File: src/rtl/rt_cmd_pkg.sv
// -----------------------------------------------------------------------------
// rt_cmd_pkg
// Shared definitions for the reaction-timer command interface. Both the button
// command encoder (producer) and the reaction timer (consumer) import this
// package, so the one-hot command encoding is defined in exactly one place.
//
// Contents:
//   CMD_NONE / CMD_START / CMD_STOP / CMD_CLEAR : 3-bit one-hot command codes
//   db_state_t                                  : per-button debounce FSM states
//   cmd_priority()                              : press vector -> one-hot command
//   cmd_conflict()                              : more than one press this cycle
// -----------------------------------------------------------------------------
package rt_cmd_pkg;

  localparam logic [2:0] CMD_NONE  = 3'b000;
  localparam logic [2:0] CMD_START = 3'b001;
  localparam logic [2:0] CMD_STOP  = 3'b010;
  localparam logic [2:0] CMD_CLEAR = 3'b100;

  typedef enum logic [1:0] {
    LOW       = 2'd0,
    WAIT_HIGH = 2'd1,
    HIGH      = 2'd2,
    WAIT_LOW  = 2'd3
  } db_state_t;

  // Press vector is ordered {clear, stop, start}; START wins over STOP, which
  // wins over CLEAR. The result is always one-hot or zero.
  function automatic logic [2:0] cmd_priority(input logic [2:0] press);
    logic [2:0] sel;
    if (press[0]) begin
      sel = CMD_START;
    end else if (press[1]) begin
      sel = CMD_STOP;
    end else if (press[2]) begin
      sel = CMD_CLEAR;
    end else begin
      sel = CMD_NONE;
    end
    return sel;
  endfunction

  // True when at least two press edges coincide, i.e. some press is discarded.
  function automatic logic cmd_conflict(input logic [2:0] press);
    return (press[0] & (press[1] | press[2])) | (press[1] & press[2]);
  endfunction

endpackage

File: src/rtl/btn_debounce.sv
// -----------------------------------------------------------------------------
// btn_debounce
// Synchronises one raw asynchronous push-button into the clk domain and
// debounces it. A level change is accepted only after DB_TICKS consecutive
// stable synchronised samples; any opposite sample during the wait abandons
// the change and returns to the previous stable state.
//
// Parameters:
//   DB_TICKS : consecutive stable samples needed (1 .. 2^DB_W-1)
//   DB_W     : debounce counter width
// Ports:
//   clk   in  system clock
//   rst   in  asynchronous active-low reset
//   raw   in  raw button, active-high, asynchronous to clk
//   level out debounced, registered button level
// -----------------------------------------------------------------------------
module btn_debounce
  import rt_cmd_pkg::*;
#(
  parameter int unsigned DB_TICKS = 2_000_000,
  parameter int unsigned DB_W     = 21
) (
  input  logic clk,
  input  logic rst,
  input  logic raw,
  output logic level
);

  // The entry state already counts as the first stable sample, so the change
  // is accepted when the counter holds DB_TICKS-1 and one more agreeing
  // sample arrives. This puts the accepted level DB_TICKS edges after the
  // first synchronised sample.
  localparam logic [DB_W-1:0] LAST_CNT = DB_W'(DB_TICKS - 32'd1);
  localparam logic [DB_W-1:0] CNT_ONE  = DB_W'(32'd1);
  localparam logic [DB_W-1:0] CNT_ZERO = DB_W'(32'd0);

  logic            r_sync1;
  logic            r_sync2;
  db_state_t       r_state;
  logic [DB_W-1:0] r_cnt;
  logic            r_level;

  // Two-flop synchroniser for the asynchronous button input.
  always_ff @(posedge clk or negedge rst) begin
    if (!rst) begin
      r_sync1 <= 1'b0;
      r_sync2 <= 1'b0;
    end else begin
      r_sync1 <= raw;
      r_sync2 <= r_sync1;
    end
  end

  // Debounce FSM with its stability counter and registered level output.
  always_ff @(posedge clk or negedge rst) begin
    if (!rst) begin
      r_state <= LOW;
      r_cnt   <= CNT_ZERO;
      r_level <= 1'b0;
    end else begin
      case (r_state)
        LOW: begin
          if (r_sync2) begin
            // With a single required sample the change is accepted at once.
            if (LAST_CNT == CNT_ZERO) begin
              r_state <= HIGH;
              r_cnt   <= CNT_ZERO;
              r_level <= 1'b1;
            end else begin
              r_state <= WAIT_HIGH;
              r_cnt   <= CNT_ONE;
            end
          end else begin
            r_cnt <= CNT_ZERO;
          end
        end
        WAIT_HIGH: begin
          if (!r_sync2) begin
            r_state <= LOW;
            r_cnt   <= CNT_ZERO;
          end else if (r_cnt >= LAST_CNT) begin
            r_state <= HIGH;
            r_cnt   <= CNT_ZERO;
            r_level <= 1'b1;
          end else begin
            // Bounded by LAST_CNT, so the counter never wraps.
            r_cnt <= r_cnt + CNT_ONE;
          end
        end
        HIGH: begin
          if (!r_sync2) begin
            if (LAST_CNT == CNT_ZERO) begin
              r_state <= LOW;
              r_cnt   <= CNT_ZERO;
              r_level <= 1'b0;
            end else begin
              r_state <= WAIT_LOW;
              r_cnt   <= CNT_ONE;
            end
          end else begin
            r_cnt <= CNT_ZERO;
          end
        end
        WAIT_LOW: begin
          if (r_sync2) begin
            r_state <= HIGH;
            r_cnt   <= CNT_ZERO;
          end else if (r_cnt >= LAST_CNT) begin
            r_state <= LOW;
            r_cnt   <= CNT_ZERO;
            r_level <= 1'b0;
          end else begin
            r_cnt <= r_cnt + CNT_ONE;
          end
        end
        default: begin
          r_state <= LOW;
          r_cnt   <= CNT_ZERO;
          r_level <= 1'b0;
        end
      endcase
    end
  end

  assign level = r_level;

endmodule

File: src/rtl/btn_cmd_encoder.sv
// -----------------------------------------------------------------------------
// btn_cmd_encoder
// Producer side of the reaction-timer command interface. Three raw buttons
// (start, stop, clear) are synchronised and debounced, their rising debounced
// edges are detected, and at most one one-hot command pulse is emitted per
// clock with priority START > STOP > CLEAR. Losing press edges are discarded
// and flagged on dropped in the same cycle as the winning command.
//
// Parameters:
//   DB_TICKS : consecutive stable samples needed to accept a level change
//   DB_W     : debounce counter width
// Ports:
//   clk       in      system clock
//   rst       in      asynchronous active-low reset
//   btn_start in      raw start button (async, active-high)
//   btn_stop  in      raw stop button  (async, active-high)
//   btn_clear in      raw clear button (async, active-high)
//   cmd       out [3] one-hot command pulse: 001 start, 010 stop, 100 clear
//   cmd_valid out     high exactly when cmd is non-zero
//   held      out [3] debounced levels {clear, stop, start}
//   dropped   out     a press edge was discarded by priority this cycle
// -----------------------------------------------------------------------------
module btn_cmd_encoder
  import rt_cmd_pkg::*;
#(
  parameter int unsigned DB_TICKS = 2_000_000,
  parameter int unsigned DB_W     = 21
) (
  input  logic       clk,
  input  logic       rst,
  input  logic       btn_start,
  input  logic       btn_stop,
  input  logic       btn_clear,
  output logic [2:0] cmd,
  output logic       cmd_valid,
  output logic [2:0] held,
  output logic       dropped
);

  logic [2:0] w_level;
  logic [2:0] w_press;
  logic [2:0] w_cmd_next;
  logic       w_drop_next;
  logic [2:0] r_level_d;
  logic [2:0] r_cmd;
  logic       r_cmd_valid;
  logic       r_dropped;

  btn_debounce #(
    .DB_TICKS (DB_TICKS),
    .DB_W     (DB_W)
  ) u_db_start (
    .clk   (clk),
    .rst   (rst),
    .raw   (btn_start),
    .level (w_level[0])
  );

  btn_debounce #(
    .DB_TICKS (DB_TICKS),
    .DB_W     (DB_W)
  ) u_db_stop (
    .clk   (clk),
    .rst   (rst),
    .raw   (btn_stop),
    .level (w_level[1])
  );

  btn_debounce #(
    .DB_TICKS (DB_TICKS),
    .DB_W     (DB_W)
  ) u_db_clear (
    .clk   (clk),
    .rst   (rst),
    .raw   (btn_clear),
    .level (w_level[2])
  );

  // Previous debounced levels, used to find the cycle a level first rises.
  always_ff @(posedge clk or negedge rst) begin
    if (!rst) begin
      r_level_d <= 3'b000;
    end else begin
      r_level_d <= w_level;
    end
  end

  // Press edges, priority selection and conflict detection.
  always_comb begin
    w_press     = 3'b000;
    w_cmd_next  = CMD_NONE;
    w_drop_next = 1'b0;
    w_press     = w_level & ~r_level_d;
    w_cmd_next  = cmd_priority(w_press);
    w_drop_next = cmd_conflict(w_press);
  end

  // Registered command outputs; a press edge yields a pulse exactly one cycle
  // later, and a held level produces no further edges so nothing repeats.
  always_ff @(posedge clk or negedge rst) begin
    if (!rst) begin
      r_cmd       <= CMD_NONE;
      r_cmd_valid <= 1'b0;
      r_dropped   <= 1'b0;
    end else begin
      r_cmd       <= w_cmd_next;
      r_cmd_valid <= (w_cmd_next != CMD_NONE);
      r_dropped   <= w_drop_next;
    end
  end

  assign cmd       = r_cmd;
  assign cmd_valid = r_cmd_valid;
  assign held      = w_level;
  assign dropped   = r_dropped;

endmodule

File: config.mk
export PLATFORM = sky130hd
export DESIGN_NAME = btn_cmd_encoder
export DESIGN_NICKNAME = d
export VERILOG_FILES = /design/src/rtl/rt_cmd_pkg.sv /design/src/rtl/btn_debounce.sv /design/src/rtl/btn_cmd_encoder.sv
export SDC_FILE = /design/constraint.sdc
export NUM_CORES = 1
export LEC_CHECK = 0
export CORE_MARGIN = 2
export CORE_UTILIZATION = 40
export DETAILED_ROUTE_END_ITERATION = 10
export MAX_ROUTING_LAYER = met4
export PLACE_DENSITY_LB_ADDON = 0.08
export SYNTH_ARGS = -nofsm -noshare
export SYNTH_HDL_FRONTEND = slang
export SYNTH_SLANG_ARGS = --single-unit
File: constraint.sdc
create_clock -name clk -period 1.8 [get_ports clk]
set_clock_uncertainty 0.15 [all_clocks]
set_input_delay 0.18 -clock clk [delete_from_list [all_inputs] [get_ports clk]]
set_output_delay 0.18 -clock clk [all_outputs]
set_load 0.005 [all_outputs]
**Word level (Yosys, flattened, before mapping)**

Cells that the tools add are included.

- Register bits: 86
- Latch bits: 0
- Memory bits (writable): 0
- ROM bits: 0
- Output and inout port bits: 8
- Word-level logic and storage cells: 134
- Memories: 0

- $add $sub $neg: 3
- Multiply operators: 0
- Divide/modulo/power cells: 0
- $lt $le $gt $ge: 3
- Eq/ne operators: 33
- Shifts and indexed selects: 0
- Muxes and demuxes: 57
- Bitwise operators: 6
- Reductions and logical operators: 13

Operators by type and width:

| cell | count |
|---|---|
| $pmux 21 s4 | 3 |
| $mux 21 | 9 |
| $add 21x1->21 const B | 3 |
| $ge 21x21->1 const B | 3 |
| $mux 2 | 18 |
| $ne 2x1->1 const B | 12 |
| $pmux 2 s4 | 3 |
| $mux 1 | 18 |
| $reduce_and 5->1 | 3 |
| $eq 2x2->1 const B | 6 |
| $ne 2x2->1 const B | 6 |
| $reduce_and 4->1 | 3 |
| $mux 3 | 3 |
| $ne 3x1->1 const B | 3 |
| $ne 3x3->1 const B | 3 |
| $eq 2x1->1 const B | 3 |
| $logic_not 2->1 | 3 |
| $pmux 1 s2 | 3 |
| $reduce_bool 2->1 | 3 |
| $and 3x3->3 | 1 |
| $not 3->3 | 1 |
| $reduce_bool 3->1 | 1 |
| $and 1x1->1 | 2 |
| $or 1x1->1 | 2 |

**Longest topological paths before layout**

Gate-level depths: netlist (run 1).

- Depth in word-level cells: 6
- Depth in mapped cells: 7
- Depth with buffers taken out: 6

**By module**

A second synthesis (run 1) with hierarchy kept.

- Cell total of the unflattened synthesis: 386
- Area, all modules: 4,017.6 um2

By module, submodules not included:

| module | instances | cells each | area an instance (um2) | seq. area each (um2) |
|---|---|---|---|---|
| btn_debounce at u_db_clear ... | 2 | 124 | 1,244.9 | 650.6 |
| btn_debounce at u_db_stop | 1 | 123 | 1,268.7 | 650.6 |
| btn_cmd_encoder | 1 | 15 | 259.0 | 200.2 |

**Worst setup path before layout (run 1)**

Ideal clock, no wire load.

- Path kind: reg-to-reg
- Start: reg u_db_start.r_cnt[0]
- End: reg (tool-made name)
- Library setup time: 0.125 ns
- Arrival: 1.613 ns
- Path slack: -0.088 ns
- Cell stages (with the launch flop): 7
- Path buffers: 0
- Period minus slack after synthesis: 1.888 ns
- Cell sequence: dfrtp_1 -> ha_1 -> a21oi_1 -> nor3_1 -> o21ai_0 -> or2_2 -> mux2_2

RTL lines:

| what | line | RTL |
|---|---|---|
| start, declared | btn_debounce.sv:40 | `logic [DB_W-1:0] r_cnt;` |
| start signal, assigned | btn_debounce.sv:87 | `r_cnt <= r_cnt + CNT_ONE;` |
| start signal, assigned | btn_debounce.sv:113 | `r_cnt <= r_cnt + CNT_ONE;` |

**Worst setup path after layout (run 1)**

- Start: reg u_db_clear.r_cnt[0]
- End: reg u_db_clear.r_cnt[19]

- Word-level cells in the longest chain between the ends: 4
- Elaborated cells on any way between the ends: 6

RTL lines:

| what | line | RTL |
|---|---|---|
| start, declared | btn_debounce.sv:40 |  |
| start signal, assigned | btn_debounce.sv:87 |  |
| start signal, assigned | btn_debounce.sv:113 |  |
| $add 21x1->21 or $ge 21x21->1 (tied branches) | - |  |
| $mux 21 * | btn_debounce.sv:81, btn_debounce.sv:108 |  |
| $mux 21, on equally long branches | btn_debounce.sv:105, btn_debounce.sv:78 |  |
| $pmux 21 s4 * | btn_debounce.sv:61 | `case (r_state)` |

Mark *: on every way between the ends. The rest lies on a longest branch, timed or not.
A chain may end at the register's enable or synchronous reset.

==> out/results.ini, run 1 <==
[power_and_ir_drop]
peakVddDrop_mv = 0.297
power.internal_mw = 2.68
cellPowerDensity_mw_per_mm2 = 684
clockPowerShare = 0.386
leakage_nw = 2.12
combPwrFrac = 0.045
fin_total_pwr_mw = 3.45
netSwitchingPower_mw = 0.763
switching_share = 0.221
seqPwrFrac = 0.570

[flow_run]
max_cap_viol_count = 0

[sta]
finalCritPeriodShare = 0.986
fin_crit_ns = 1.78
fmax_ghz = 0.563
fin_ws_ns = 0.0244
final_hold_viol_count = 0
rsz0062_at_grt = true
tightest_slew_ns = 0.342
final.setup.tns_ns = 0
drv_slew = 0
final-setup-viol-count = 0
relSlewSlack = 0.772
fin_hold_ws_ns = 0.110

[detailed_routing]
avgRoutedWirePerCell_um = 13.1
drtIter0Drc = 73
drtAntennaViolNets = 0
drt_pass1_iterations = 4
drc_errors = 0
drt_wl_total_mm = 7.98
dr_total_vias = 2945
avgViaCountPerCell = 4.82

[worst_setup_path]
cp.buffers_inverters = 1
slowest_delay_ns = 0.60
worst_r2r_path_depth = 6
cp-start-kind = flip-flop
arrival_ns = 1.86
end_kind = flip-flop
critPathTopFamily = simple AND/OR/NAND/NOR gates
cp_slowest_cell = or4_4
crit_path_cell_trace = buf_4 -> nand3_2 -> or4_4 -> nor3_2 -> xnor2_1 -> nor3_2
rr_endpoint = u_db_clear.r_cnt[19]
crit_required_ns = 1.89
r2r_start = u_db_clear.r_cnt[0]
criticalPathCategory = flip-flop to flip-flop
worst-path-max-fanout = 4
critical_path.most_common_cell = nor3_2
regToRegSetupSlack_ns = 0.02

[final_layout]
drive_gt1_frac = 0.241
fill_cells = 916
nets = 482
final_common_cell = dfrtp_1
seq_area_mm2 = 0.00215
final_cell_mix = dfrtp_1, nor2_1, buf_4, xor2_1, xnor2_1
diodes = 0
fin_util = 0.518
multiInputGateArea_mm2 = 0.00185
layout-area-overhead-vs-synth_pct = 26.5

[cts]
cts_root_buf = clkbuf_8
clockBufferDepth = 2
insertion_delay_ns = 0.35
clk_pin_slew_ns = 0.08
cts_tree = yes
clock-sinks = 86
htreeDepth = 3
numCtsBuffers = 9

[place]
gp_congestion = 0.794
dpl.hpwl_mm = 5.40
place_ws_ns = -0.0246
port_buffers = 12

[synth]
async_flop_share = 1.00
ys_seq_elements = 86
avgSynthCellArea_um2 = 10.0
syn_area_mm2 = 0.00398
ys_seq_area_frac = 0.540
syn_inst = 398
synth_edf_count = 0
syn_nets = 406
synthFlopType = dfrtp_1
ys_warn_count = 0
synth.distinct_cells = 40

[global_routing]
antenna_found_initial = 0
grt.total_usage = 0.162
grt.overflow.total = 0
grt_pass1_vias = 2970
grt_pass1_wl_mm = 13.8
grt_max_degree = 37

[die]
die_w_um = 104
dieHeight_um = 104
start_util = 0.409
coreArea_mm2 = 0.00973
rows = 36
die_area_mm2 = 0.0108
boundaryPins = 13

[min_path]
min_to = u_db_stop.r_sync1
min_path_type = input port to flip-flop
hold_depth = 1
hold_path.startpoint = btn_stop

[run_status]
status = finished clean

## cell type report
cell class | instances | share of cell area
Clock inverter | 1 | 0.00596
Sequential cell | 86 | 0.427
Timing Repair Buffer | 77 | 0.125
Multi-Input combinational cell | 286 | 0.368
Tap cell | 133 | 0.0330
Inverter | 14 | 0.0104
Clock buffer | 14 | 0.0303
## registers in the layout (all words and copies together) (netlist names), 3 cells and up, named ones only
name,count
u_db_clear.r_cnt,21
u_db_start.r_cnt,21
u_db_stop.r_cnt,21
cmd,3
r_level_d,3
## cell usage after synthesis (4+ instances only)
master / n / area (um2)
dfrtp_1: 86 / 2150
nor2_1: 65 / 244
nor3_1: 29 / 145
xor2_1: 29 / 254
xnor2_1: 28 / 245
nand3_1: 27 / 135
nand2_1: 24 / 90.1
inv_1: 14 / 52.6
nand4_1: 12 / 75.1
a21oi_1: 8 / 40.0
clkbuf_1: 7 / 26.3
and3_1: 6 / 37.5
o21ai_0: 6 / 30.0
and4_1: 5 / 43.8
nor4_1: 5 / 31.3
and2_1: 4 / 25.0
o31ai_1: 4 / 30.0
## what timing repair did
action / in CTS / in global routing
setup buffers: 0 / 10
pin swaps: 1 / 20
gates resized for setup: 4 / 29
hold buffers: 1 / 0
endpoints found under the hold margin: 86 / 0
cloned: 0 / 0
endpoints found under the setup margin: 7 / 57
## worst max-delay path by stage
stage | start | endpoint | slack (ns) | cells after the start
2_1_floorplan | u_db_clear.r_cnt[12] | flip-flop | 0.01 | 6
3_3_place_gp | u_db_start.r_cnt[7] | flip-flop | 0.01 | 5
3_5_place_dp | u_db_start.r_cnt[7] | flip-flop | -0.02 | 5
4_1_cts | u_db_clear.r_cnt[11] | flip-flop | 0.004 | 5
5_1_grt | u_db_start.r_cnt[9] | u_db_start.r_cnt[16] | -0.07 | 7
6_report | u_db_clear.r_cnt[0] | u_db_clear.r_cnt[19] | 0.02 | 6
## cells by family (layout without fill, tap and decap cells)
kind of cell               count (synthesis)  count (layout)  share of synthesized area
xor gates and xnor gates                  57              57                      0.125
muxes                                      3               3                    0.00848
buffers and inverters                     26             106                     0.0280
adders and majority gates                  4               4                     0.0119
and+or+nand+nor                          194             194                      0.242
DFF                                       86              86                      0.540
AOI/OAI and AO/OA                         28              28                     0.0437
## per-stage QoR
stage	instance area, um2	instances
6_report	5040	611
5_1_grt	5040	611
4_1_cts	4840	601
3_5_place_dp	4630	585
3_3_place_gp	4630	585
2_1_floorplan	3990	398
## power groups by stage
stage | Sequential, mW | Combinational (mW) | Clock, mW
floorplan | 2.00 | 0.0473 | 0
global placement | 2.00 | 0.143 | 0
detailed placement | 2.00 | 0.144 | 0
CTS | 1.96 | 0.147 | 1.37
global route | 1.97 | 0.176 | 1.44
finish | 1.96 | 0.154 | 1.33
## metal layers
layer	vias up	track usage	part of all wire
met4	0	0.0695	0.016
met3	13	0.0245	0.016
met1	1412	0.218	0.50
li1	1500	-	-
met2	20	0.246	0.47
met5	-	-	0
Note: power is estimated with default switching activity, not from simulation.
==> inputs of run 2 (changes only) <==
--- a/config.mk
+++ b/config.mk
@@ -7,6 +7,7 @@
 export LEC_CHECK = 0
 export CORE_MARGIN = 2
 export CORE_UTILIZATION = 40
+export CTS_BUF_LIST = sky130_fd_sc_hd__clkbuf_2
 export DETAILED_ROUTE_END_ITERATION = 10
 export MAX_ROUTING_LAYER = met4
 export PLACE_DENSITY_LB_ADDON = 0.08
==> constraint.sdc (replaced) <==
create_clock -name clk -period 1.88 [get_ports clk]
set_clock_uncertainty 0.15 [all_clocks]
set_input_delay 0.188 -clock clk [delete_from_list [all_inputs] [get_ports clk]]
set_output_delay 0.188 -clock clk [all_outputs]
set_load 0.005 [all_outputs]
==> out/results.ini, run 2 (synthesis results as in run 1) <==
[run_status]
status = finished clean

[place]
gp_congestion = 0.761
port_buffers = 12
dpl.hpwl_mm = 5.29
place_ws_ns = 0.0142

[die]
die_area_mm2 = 0.0108
rows = 36
die_w_um = 104
start_util = 0.409
boundaryPins = 13
coreArea_mm2 = 0.00973
dieHeight_um = 104

[sta]
finalCritPeriodShare = 0.982
final-setup-viol-count = 0
fmax_ghz = 0.541
fin_crit_ns = 1.85
relSlewSlack = 0.514
tightest_slew_ns = 0.726
fin_hold_ws_ns = 0.243
drv_slew = 0
final_hold_viol_count = 0
rsz0062_at_grt = true
fin_ws_ns = 0.0332

[worst_setup_path]
critical_path.most_common_cell = nor3_2
end_kind = flip-flop
crit_required_ns = 2.19
arrival_ns = 2.15
rr_endpoint = u_db_clear.r_cnt[19]
r2r_start = u_db_clear.r_cnt[0]
cp_slowest_cell = or4_4
slowest_delay_ns = 0.61
crit_path_cell_trace = buf_4 -> nand3_2 -> or4_4 -> nor3_2 -> xnor2_1 -> nor3_2
regToRegSetupSlack_ns = 0.03
worst-path-max-fanout = 4
cp-start-kind = flip-flop
criticalPathCategory = flip-flop to flip-flop
worst_r2r_path_depth = 6

[global_routing]
grt.overflow.total = 0
grt_pass1_wl_mm = 13.7
antenna_found_initial = 0
grt_max_degree = 37
grt.total_usage = 0.160
grt_pass1_vias = 2990

[final_layout]
layout-area-overhead-vs-synth_pct = 23.1
nets = 474
largestRegisters = u_db_clear.r_cnt x21, u_db_start.r_cnt x21, u_db_stop.r_cnt x21
diodes = 0
fill_cells = 925
final_cell_mix = dfrtp_1, nor2_1, buf_4, xor2_1, xnor2_1
drive_gt1_frac = 0.206
final_common_cell = dfrtp_1

[power_and_ir_drop]
peakVddDrop_mv = 0.425
leakage_nw = 2.14
cellPowerDensity_mw_per_mm2 = 623

[min_path]
min_to = u_db_start.r_sync2
min_path_type = flip-flop to flip-flop
hold_depth = 0
hold_path.startpoint = u_db_start.r_sync1

[detailed_routing]
avgRoutedWirePerCell_um = 12.8
drc_errors = 0
drt_wl_total_mm = 7.71
avgViaCountPerCell = 4.90
drt_pass1_iterations = 3
dr_total_vias = 2958
drtIter0Drc = 56
drtAntennaViolNets = 0

[cts]
clock-sinks = 86
htreeDepth = 3
cts_tree = yes
clk_pin_slew_ns = 0.26
numCtsBuffers = 9
insertion_delay_ns = 0.55
cts_root_buf = clkbuf_2
clockBufferDepth = 2

[flow_run]
max_cap_viol_count = 0

==> run 2: cell count changes in the layout (fill, tap and decap cells not counted), moves of 4 or more <==
cell,before,now
buf_4,61,50
clkbuf_8,10,0
clkbuf_2,0,9
dlygate4sd3_1,1,6
clkbuf_1,4,0
==> run 2: final cells by class <==
type	count	area [um2]	area share
tap	133	166	0.0339
multi-input combinational	286	1810	0.370
inverter	14	52.6	0.0107
timing repair buffer	69	593	0.121
sequential	86	2150	0.439
clock inverter	7	80.1	0.0163
clock buffer	9	45.0	0.00919
==> run 2: how the worst max path moves through the flow <==
| stage | start | slack (ns) | endpoint |
|---|---|---|---|
| after floorplan | u_db_stop.r_cnt[0] | 0.03 | u_db_stop.r_cnt[10] |
| after global placement | u_db_start.r_cnt[0] | 0.03 | flip-flop |
| after detailed placement | u_db_start.r_cnt[0] | 0.01 | flip-flop |
| after CTS | u_db_clear.r_cnt[9] | 0.01 | u_db_clear.r_cnt[5] |
| after global routing | u_db_clear.r_cnt[1] | -0.04 | u_db_clear.r_cnt[18] |
| final | u_db_clear.r_cnt[0] | 0.03 | u_db_clear.r_cnt[19] |
==> run 2: where the power goes <==
group / internal [mW] / switching (mW) / leakage (nW) / total [mW]
logic: 0.0590 / 0.0891 / 0.898 / 0.148
clock network: 0.327 / 0.694 / 0.0748 / 1.02
registers: 1.87 / 0.0128 / 1.17 / 1.89
total: 2.26 / 0.796 / 2.14 / 3.06
==> run 2: layer usage <==
| metal | global-route usage | share of wire | wire length (um) | vias up |
|---|---|---|---|---|
| met3 | 0.0384 | 0.022 | 171 | 8 |
| met4 | 0.0405 | 0.0088 | 68 | 0 |
| met1 | 0.209 | 0.50 | 3860 | 1438 |
| li1 | - | - | - | 1493 |
| met2 | 0.253 | 0.47 | 3610 | 19 |
| met5 | - | 0 | 0 | - |
==> run 2: what timing repair did <==
action,4_1_cts,5_1_grt
endpoints found under the setup margin,4,55
pin swaps,0,9
buffers inserted,3,4
endpoints found under the hold margin,89,0
gates resized for setup,1,23
hold buffers,6,0
==> run 2: worst max-delay path: cells and delay by family, from the launching register on <==
kind | cells | cell delay [ns]
buffers and inverters | 1 | 0.12
and+or+nand+nor | 4 | 0.95
DFF | 1 | 0.41
xor gates and xnor gates | 1 | 0.15
==> run 2: per-stage QoR <==
stage	total power, mW	utilization	instance area, um2	setup TNS, ns	std cells
2_1_floorplan	1.96	-	3980	0	398
3_3_place_gp	2.06	0.469	4560	0	575
3_5_place_dp	2.06	0.469	4560	0	575
4_1_cts	3.11	0.491	4770	0	600
5_1_grt	3.20	0.504	4900	-0.445	604
6_report	3.06	0.504	4900	0	604
==> inputs of run 3 (changes only) <==
--- a/config.mk
+++ b/config.mk
@@ -9,8 +9,10 @@
 export CORE_UTILIZATION = 40
 export CTS_BUF_LIST = sky130_fd_sc_hd__clkbuf_2
 export DETAILED_ROUTE_END_ITERATION = 10
+export HOLD_SLACK_MARGIN = 0.1
 export MAX_ROUTING_LAYER = met4
 export PLACE_DENSITY_LB_ADDON = 0.08
 export SYNTH_ARGS = -nofsm -noshare
 export SYNTH_HDL_FRONTEND = slang
+export SYNTH_HIERARCHICAL = 1
 export SYNTH_SLANG_ARGS = --single-unit
==> out/results.ini, run 3 <==
[final_layout]
fin_cells = 601
final_common_cell = dfrtp_1
fill_cells = 926
postLayoutCellArea_mm2 = 0.00499
drive_gt1_frac = 0.250
diodes = 0
nets = 471
multiInputGateArea_mm2 = 0.00183
largestRegisters = u_db_clear/r_cnt x21, u_db_start/r_cnt x21, u_db_stop/r_cnt x21
fin_util = 0.511
layout-area-overhead-vs-synth_pct = 24.3
seq_area_mm2 = 0.00216
final_cell_mix = dfrtp_1, nor2_1, buf_4, xnor2_1, xor2_1

[sta]
finalCritPeriodShare = 1.08
fin_ws_ns = -0.152
fmax_ghz = 0.492
fin_hold_ws_ns = 0.231
tightest_slew_ns = 0.351
final_hold_viol_count = 0
final-setup-viol-count = 27
drv_slew = 0
fin_crit_ns = 2.03
final.setup.tns_ns = -3.08
relSlewSlack = 0.764
rsz0062_at_grt = true

[worst_setup_path]
worst-path-max-fanout = 4
cp_slowest_cell = dfrtp_1
criticalPathCategory = flip-flop to flip-flop
crit_path_cell_trace = nand4_1 -> or4_1 -> o31a_1 -> nand2b_4 -> mux2_4
slowest_delay_ns = 0.42
arrival_ns = 2.36
cp-start-kind = flip-flop
crit_required_ns = 2.21
end_kind = flip-flop

[place]
numPlacedInstances = 563
port_buffers = 12
dpl.hpwl_mm = 5.05
place_area_mm2 = 0.00461
gp_congestion = 0.791

[power_and_ir_drop]
netSwitchingPower_mw = 0.741
peakVddDrop_mv = 0.441
clockPowerShare = 0.289
power.internal_mw = 2.13
switching_share = 0.258
seqPwrFrac = 0.658
combPwrFrac = 0.053
cellPowerDensity_mw_per_mm2 = 575
leakage_nw = 2.20

[synth]
synth_edf_count = 0
ys_top_cells_by_count = dfrtp_1, nor2_1, xnor2_1
avgSynthCellArea_um2 = 10.4
ys_seq_elements = 86
synth_top_area_share = 0.536
synthMuxAreaShare = 0.00747
ys_seq_area_frac = 0.536
yosys.area_share.adder = 0.0118
async_flop_share = 1.00
synth.largest_area_cell = dfrtp_1
synth_compound_gate_area_share = 0.0514
synth_top_family_by_area = simple AND/OR/NAND/NOR gates
synthFlopType = dfrtp_1
synth_simple_gate_area_frac = 0.240
synth.distinct_cells = 50
synth-xor-area-share = 0.124
ys_warn_count = 6
synthTopCellsByArea = dfrtp_1, nor2_1, xnor2_1
yosysMostFrequentCell = dfrtp_1
syn_inst = 386
syn_area_mm2 = 0.00402
syn_nets = 394

[run_status]
status = complete, but fails checks
violations = setup timing

[detailed_routing]
drc_errors = 0
drtAntennaViolNets = 0
dr_total_vias = 2885
avgViaCountPerCell = 4.80
drtIter0Drc = 91
avgRoutedWirePerCell_um = 12.7
drt_pass1_iterations = 4
drt_wl_total_mm = 7.61

[min_path]
min_path_type = flip-flop to flip-flop

[cts]
clk_pin_slew_ns = 0.23
cts_tree = yes
numCtsBuffers = 9
cts_root_buf = clkbuf_2
clock-sinks = 86
clockBufferDepth = 2
htreeDepth = 3
insertion_delay_ns = 0.56

[global_routing]
grt_pass1_vias = 2945
antenna_found_initial = 0
grt_max_degree = 42
grt.total_usage = 0.160
grt.overflow.total = 0
grt_pass1_wl_mm = 13.5

[die]
die_w_um = 104
start_util = 0.411
dieHeight_um = 104
die_area_mm2 = 0.0109
rows = 36
coreArea_mm2 = 0.00977
boundaryPins = 13

[flow_run]
max_cap_viol_count = 0

==> run 3: cell types whose count changed after synthesis, sizes merged, moves of 6 or more <==
cell   delta
nor2     +18
and3      +6
nor3     -22
nor2b     +8
nand2    -11
==> run 3: area by class of cell <==
type	count	share of cell area
Clock buffer	11	0.0110
Clock inverter	5	0.00702
Inverter	14	0.0105
Multi-Input combinational cell	274	0.366
Sequential cell	86	0.432
Tap cell	133	0.0333
Timing Repair Buffer	78	0.140
==> run 3: power by group through the flow <==
stage / clock network [mW] / registers [mW] / logic [mW]
floorplan: 0 / 1.92 / 0.0476
global placement: 0 / 1.92 / 0.125
detailed placement: 0 / 1.92 / 0.125
CTS: 0.892 / 1.89 / 0.153
global route: 0.960 / 1.89 / 0.174
finish: 0.829 / 1.89 / 0.153
==> run 3: worst paths after layout <==
kind / start / to / slack, ns / cells past startpoint
worst max-delay path: u_db_start/r_cnt[17] / flip-flop / -0.15 / 5
worst min-delay path: u_db_clear/r_sync1 / u_db_clear/r_sync2 / 0.23 / 0
worst max register to register: u_db_start/r_cnt[17] / flip-flop / -0.15 / 5
worst min register to register: u_db_clear/r_sync1 / u_db_clear/r_sync2 / 0.23 / 0
max in group asynchronous: rst / u_db_start/r_cnt[15] / 0.82 / 4
min in group asynchronous: rst / u_db_clear/r_cnt[18] / 0.51 / 4
==> run 3: stage by stage <==
step | total power [mW] | worst slack, ns
2_1_floorplan | 1.96 | -0.0422
3_3_place_gp | 2.04 | -0.0769
4_1_cts | 2.93 | -0.0856
5_1_grt | 3.02 | -0.239
6_report | 2.87 | -0.152
3_5_place_dp | 2.04 | -0.0676
==> run 3: cell families after synthesis <==
| kind of cell | after synthesis |
|---|---|
| fa+ha+maj | 4 |
| buf+inv | 26 |
| simple gates | 186 |
| flops | 86 |
| compound gates | 25 |
| mux | 2 |
| xor+xnor | 57 |
==> run 3: critical path, delay by kind of cell, from the launching register on <==
kind            cells  cell delay (ns)
mux                 1             0.29
flops               1             0.42
compound gates      1             0.35
simple gates        3             0.75
==> run 3: layer usage <==
metal | up-vias | track usage | wire length (um) | part of all wire
met3 | 5 | 0.0539 | 245 | 0.032
met4 | 0 | 0.0415 | 75 | 0.0099
met1 | 1399 | 0.199 | 3690 | 0.49
met5 | - | - | 0 | 0
li1 | 1454 | - | - | -
met2 | 27 | 0.250 | 3600 | 0.47
==> run 3: timing repair <==
| action | 4_1_cts | 5_1_grt |
|---|---|---|
| setup buffers | 8 | 8 |
| endpoints found under the setup margin | 45 | 69 |
| gates cloned | 1 | 0 |
| pin swaps | 5 | 8 |
| hold buffers | 6 | 0 |
| resized for setup | 11 | 24 |
| endpoints found under the hold margin | 89 | 0 |
